[src/rtl/pwm_deadtime.sv]
// Dead-time insertion stage: turns raw per-channel PWM into complementary
// high/low gate drive pairs with a programmable gap and a sticky break latch.
module pwm_deadtime #(
    parameter int CH_NUM   = 4,
    parameter int DT_WIDTH = 8
) (
    input  logic                clk_i,
    input  logic                rst_n_i,
    input  logic                en_i,
    input  logic [DT_WIDTH-1:0] dt_i,
    input  logic [CH_NUM-1:0]   pwm_i,
    input  logic                brk_i,
    input  logic                brk_clr_i,
    output logic [CH_NUM-1:0]   pwm_h_o,
    output logic [CH_NUM-1:0]   pwm_l_o,
    output logic                brk_o
);

    typedef enum logic [2:0] {
        ST_IDLE = 3'd0,
        ST_DT_H = 3'd1,
        ST_HIGH = 3'd2,
        ST_DT_L = 3'd3,
        ST_LOW  = 3'd4
    } state_e;

    // Per-channel state and dead-time counter; state_q is the observable
    // FSM state for any bound checker.
    state_e              state_q [CH_NUM];
    state_e              state_d [CH_NUM];
    logic [DT_WIDTH-1:0] cnt_q   [CH_NUM];
    logic [DT_WIDTH-1:0] cnt_d   [CH_NUM];

    logic [CH_NUM-1:0]   pwm_q;
    logic [CH_NUM-1:0]   pwm_d;
    logic                brk_q;
    logic                brk_d;

    logic                hold;
    logic                dt_zero;
    logic [DT_WIDTH-1:0] dt_load;

    // Any break source or disable parks every channel in IDLE.
    assign hold    = brk_i | brk_q | ~en_i;
    assign dt_zero = (dt_i == '0);
    assign dt_load = dt_i - DT_WIDTH'(1);
    assign pwm_d   = pwm_i;

    // Set has priority over clear so a clear coinciding with a live fault is ignored.
    always_comb begin
        brk_d = brk_q;
        if (brk_i) begin
            brk_d = 1'b1;
        end else if (brk_clr_i) begin
            brk_d = 1'b0;
        end
    end

    always_comb begin
        for (int n = 0; n < CH_NUM; n++) begin
            state_d[n] = state_q[n];
            cnt_d[n]   = cnt_q[n];
            if (hold) begin
                state_d[n] = ST_IDLE;
                cnt_d[n]   = '0;
            end else begin
                case (state_q[n])
                    ST_IDLE: begin
                        if (pwm_q[n]) begin
                            state_d[n] = dt_zero ? ST_HIGH : ST_DT_H;
                        end else begin
                            state_d[n] = dt_zero ? ST_LOW : ST_DT_L;
                        end
                        cnt_d[n] = dt_zero ? '0 : dt_load;
                    end
                    ST_LOW: begin
                        if (pwm_q[n]) begin
                            state_d[n] = dt_zero ? ST_HIGH : ST_DT_H;
                            cnt_d[n]   = dt_zero ? '0 : dt_load;
                        end
                    end
                    ST_HIGH: begin
                        if (!pwm_q[n]) begin
                            state_d[n] = dt_zero ? ST_LOW : ST_DT_L;
                            cnt_d[n]   = dt_zero ? '0 : dt_load;
                        end
                    end
                    ST_DT_H: begin
                        // A gap shorter than the dead time returns to LOW without ever driving high.
                        if (!pwm_q[n]) begin
                            state_d[n] = ST_LOW;
                            cnt_d[n]   = '0;
                        end else if (cnt_q[n] == '0) begin
                            state_d[n] = ST_HIGH;
                        end else begin
                            cnt_d[n] = cnt_q[n] - DT_WIDTH'(1);
                        end
                    end
                    ST_DT_L: begin
                        if (pwm_q[n]) begin
                            state_d[n] = ST_HIGH;
                            cnt_d[n]   = '0;
                        end else if (cnt_q[n] == '0) begin
                            state_d[n] = ST_LOW;
                        end else begin
                            cnt_d[n] = cnt_q[n] - DT_WIDTH'(1);
                        end
                    end
                    default: begin
                        state_d[n] = ST_IDLE;
                        cnt_d[n]   = '0;
                    end
                endcase
            end
        end
    end

    always_ff @(posedge clk_i) begin
        if (!rst_n_i) begin
            pwm_q <= '0;
            brk_q <= 1'b0;
            for (int n = 0; n < CH_NUM; n++) begin
                state_q[n] <= ST_IDLE;
                cnt_q[n]   <= '0;
            end
        end else begin
            pwm_q <= pwm_d;
            brk_q <= brk_d;
            for (int n = 0; n < CH_NUM; n++) begin
                state_q[n] <= state_d[n];
                cnt_q[n]   <= cnt_d[n];
            end
        end
    end

    // A live fault kills the drive in the same cycle, ahead of the FSM reaching IDLE.
    always_comb begin
        pwm_h_o = '0;
        pwm_l_o = '0;
        for (int n = 0; n < CH_NUM; n++) begin
            pwm_h_o[n] = (state_q[n] == ST_HIGH) & ~brk_i;
            pwm_l_o[n] = (state_q[n] == ST_LOW) & ~brk_i;
        end
    end

    assign brk_o = brk_q;

endmodule
[config.mk]
export PLATFORM = sky130hd
export DESIGN_NAME = pwm_deadtime
export DESIGN_NICKNAME = d
export VERILOG_FILES = /design/src/rtl/pwm_deadtime.sv
export SDC_FILE = /design/constraint.sdc
export NUM_CORES = 1
export LEC_CHECK = 0
export CAP_MARGIN = 20
export CELL_PAD_IN_SITES_DETAIL_PLACEMENT = 1
export CELL_PAD_IN_SITES_GLOBAL_PLACEMENT = 1
export CORE_MARGIN = 2
export CORE_UTILIZATION = 40
export CTS_CLUSTER_SIZE = 40
export DETAILED_ROUTE_END_ITERATION = 6
export GPL_ROUTABILITY_DRIVEN = 1
export PLACE_DENSITY_LB_ADDON = 0.1
export SLEW_MARGIN = 20
export SYNTH_ARGS = -nofsm -noshare
export SYNTH_HDL_FRONTEND = slang
export SYNTH_SLANG_ARGS = --single-unit
[constraint.sdc]
create_clock -name clk_i -period 2.35 [get_ports clk_i]
set_clock_uncertainty 0.2 [all_clocks]
set_input_delay 0.47 -clock clk_i [delete_from_list [all_inputs] [get_ports clk_i]]
set_output_delay 0.47 -clock clk_i [all_outputs]
set_load 0.005 [all_outputs]
==> results.yml <==
timing:
  fin_crit_ns: 2.316
  setup_viol: 0
  max_slew_margin_pct: 57.47
  setup_ws_ns: 0.03379
  finalHoldViolCount: 0
  final_max_slew_viol_count: 0
  worst_pin_slew_ns: 0.6356
  rsz0062_at_grt: "yes"
  fmax_mhz: 431.7
  fin_crit_sh_pct: 98.56
synth:
  synth_seq_cells: 49
  synth_area_um2: 3436
  synth_warnings: 0
  synthTopCellsByCount: "49 x dfxtp_1, 35 x nor2_1, 32 x a21oi_1"
  synth_top_area_share_pct: 28.55
  synthFlopType: "dfxtp_1"
  avgSynthCellArea_um2: 7.917
  yosysMostFrequentCell: "dfxtp_1"
  ys_seq_area_share_pct: 28.55
  synth_top_cell_by_area: "dfxtp_1"
  synth_edf_count: 0
  ys_top_cells_by_area: "dfxtp_1 29%, ha_1 4.7%, a21oi_1 4.7%, nor2_1 3.8%, nand2_1 3.3%"
  synthDistinctLibCells: 68
  synth_nets: 464
  syn-instance-count: 434
  async_flop_share_pct: 0
cells_and_area:
  fin_area_um2: 4362
  area_growth_pct: 26.95
  drive_above_1_share_pct: 19.45
  fillerInstances: 1024
  diodes: 0
  register_area_um2: 980.9
  nets: 538
  multiInputGateArea_um2: 2340
placement:
  io_buffer_count: 25
  routabilityCongestion: 0.8526
  dp_hpwl_um: 8779
  dpl_cell_area_um2: 4222
  pre_cts_ws_ns: -0.6052
min_path:
  hp-class: "flop to flop"
drt:
  vias: 3632
  drc: 0
  final_antenna_net_count: 0
  drt_pass1_iterations: 4
  drt_iter0_drc: 111
  drt-wirelength-per-cell_um: 18.82
  wirelength_um: 11560
  vias_per_cell: 5.915
cts:
  holdBufCountCts: 0
  clock_tree.root_cell: "clkbuf_8"
  htreeDepth: 2
  cts_setup_buffers: 0
  cts_buffers: 5
  clk_path_buf_depth: 2
  cts.reportedPaths.clkPinSlew_ns: 0.10
  clkLatencyLatePin_ns: 0.31
  cts_tree: "yes"
  clkSinkCount: 49
setup_path:
  arrival_ns: 1.65
  reg2reg_depth: 5
  worstPathRequired_ns: 1.68
  end_kind: "output port"
  cp-endpoint: "pwm_l_o[0]"
  cp-start-kind: "input pin"
  rr_endpoint: "state_q[1][2]$_SDFFE_PP0P_"
  r2r_start: "cnt_q[1][2]$_SDFFE_PP0P_"
  critPathKind: "input pin to output port"
  worstPathMaxFanout: 6
  crit_path_start: "brk_i"
  rrSetupSlack_ns: 0.07
floorplanning:
  rows: 33
  die-area_um2: 9347
  die_w_um: 96.68
  initial_utilization_pct: 41.61
  pin_count: 26
  fp.dieH_um: 96.68
  core_um2: 8258
global_route:
  track_usage_pct: 24.83
  antenna_found_initial: 0
  grt_pass1_vias: 3799
  gr-total-overflow: 0
  grt_pass1_wl_um: 19200
  grt_max_degree: 16
pwr:
  worst_ir_drop_vdd_mv: 0.2063
  p_per_area_nw_per_um2: 424.9
  leakagePower_nw: 1.857
flow_run:
  maxCapViolCount: 0
run_status:
  status: "complete, no violations"
layer usage:
metal  share of wire (%)  global-route usage [%]
met5                   0                       0
met4                 1.2                   5.634
met3                 2.8                   3.107
met2                  50                   44.12
met1                  46                   32.04
metrics by stage:
| step | setup TNS (ns) | std cells | hold slack [ns] | power, mW | util (%) |
|---|---|---|---|---|---|
| after floorplan | 0 | 434 | 0.2703 | 1.149 | - |
| final | 0 | 614 | 0.3309 | 1.853 | 52.82 |
| after global placement | -7.682 | 606 | 0.2982 | 1.326 | 51.12 |
| after global routing | -0.1009 | 614 | 0.3607 | 1.943 | 52.82 |
| after detailed placement | -9.925 | 606 | 0.3081 | 1.339 | 51.12 |
| after CTS | 0 | 614 | 0.3263 | 1.864 | 52.45 |
placed cells by master, fill, tap and decap left out, types with 6 or more instances in the layout:
master / count
buf_4: 62
dfxtp_1: 49
nor2_1: 35
a21oi_1: 32
nand2_1: 29
inv_1: 23
nor3_1: 19
nand2b_1: 12
ha_1: 12
dlygate4sd2_1: 12
xnor2_1: 11
o22ai_1: 11
a22o_1: 11
clkdlybuf4s50_1: 11
nor4_1: 10
and2_1: 9
a221o_1: 8
nand3_1: 8
a211oi_1: 7
nor3b_1: 7
mux2i_1: 6
o21ai_0: 6
cell families (layout without fill, tap and decap cells):
family          Yosys count  after routing  synth area share [%]
compound gates          131            131                 27.64
xor+xnor                 16             16                 4.079
fa+ha+maj                13             13                 4.734
buf+inv                  48            123                 5.244
flops                    49             49                 28.55
mux                       7              7                 2.076
simple gates            170            170                 27.68
critical path, stage by stage:
cell and delay [ns]:
clkdlybuf4s50_1 0.43, buf_4 0.18, nor4b_1 0.29, dlygate4sd2_1 0.27
cell type report:
type,instances,area share [%]
well taps,105,3.012
flip-flops and latches,49,22.49
repair buffers,88,16.44
clock inverters,3,0.4016
inverters,27,2.438
multi-input cells,337,53.64
clock buffers,5,1.578
report_power, final:
group	leakage (nW)	internal [mW]	total [mW]	switching [mW]
clock network	0.0439	0.207	0.520	0.313
logic	1.41	0.218	0.440	0.222
registers	0.399	0.855	0.894	0.0386
worst min path at each step:
stage,endpoint,depth (start not counted),start
detailed placement,cnt_q[3][4]$_SDFFE_PP0P_,2,cnt_q[3][4]$_SDFFE_PP0P_
finish,cnt_q[1][5]$_SDFFE_PP0P_,1,cnt_q[1][5]$_SDFFE_PP0P_
global placement,cnt_q[3][4]$_SDFFE_PP0P_,2,cnt_q[3][4]$_SDFFE_PP0P_
global route,cnt_q[1][5]$_SDFFE_PP0P_,1,cnt_q[1][5]$_SDFFE_PP0P_
CTS,cnt_q[3][4]$_SDFFE_PP0P_,2,cnt_q[3][4]$_SDFFE_PP0P_
floorplan,cnt_q[3][4]$_SDFFE_PP0P_,2,cnt_q[3][4]$_SDFFE_PP0P_
state kept, by name, indices dropped and copies added, names as in the netlist:
name,count
brk_o,1
cnt_q,32
pwm_q,4
state_q,12
what timing repair did:
action	4_1_cts	5_1_grt
pin swaps	4	2
endpoints found under the hold margin	0	0
setup endpoints to repair	20	14
gates resized for setup	24	8
cloned	0	0
No activity file was read; power rests on OpenSTA's default activity.
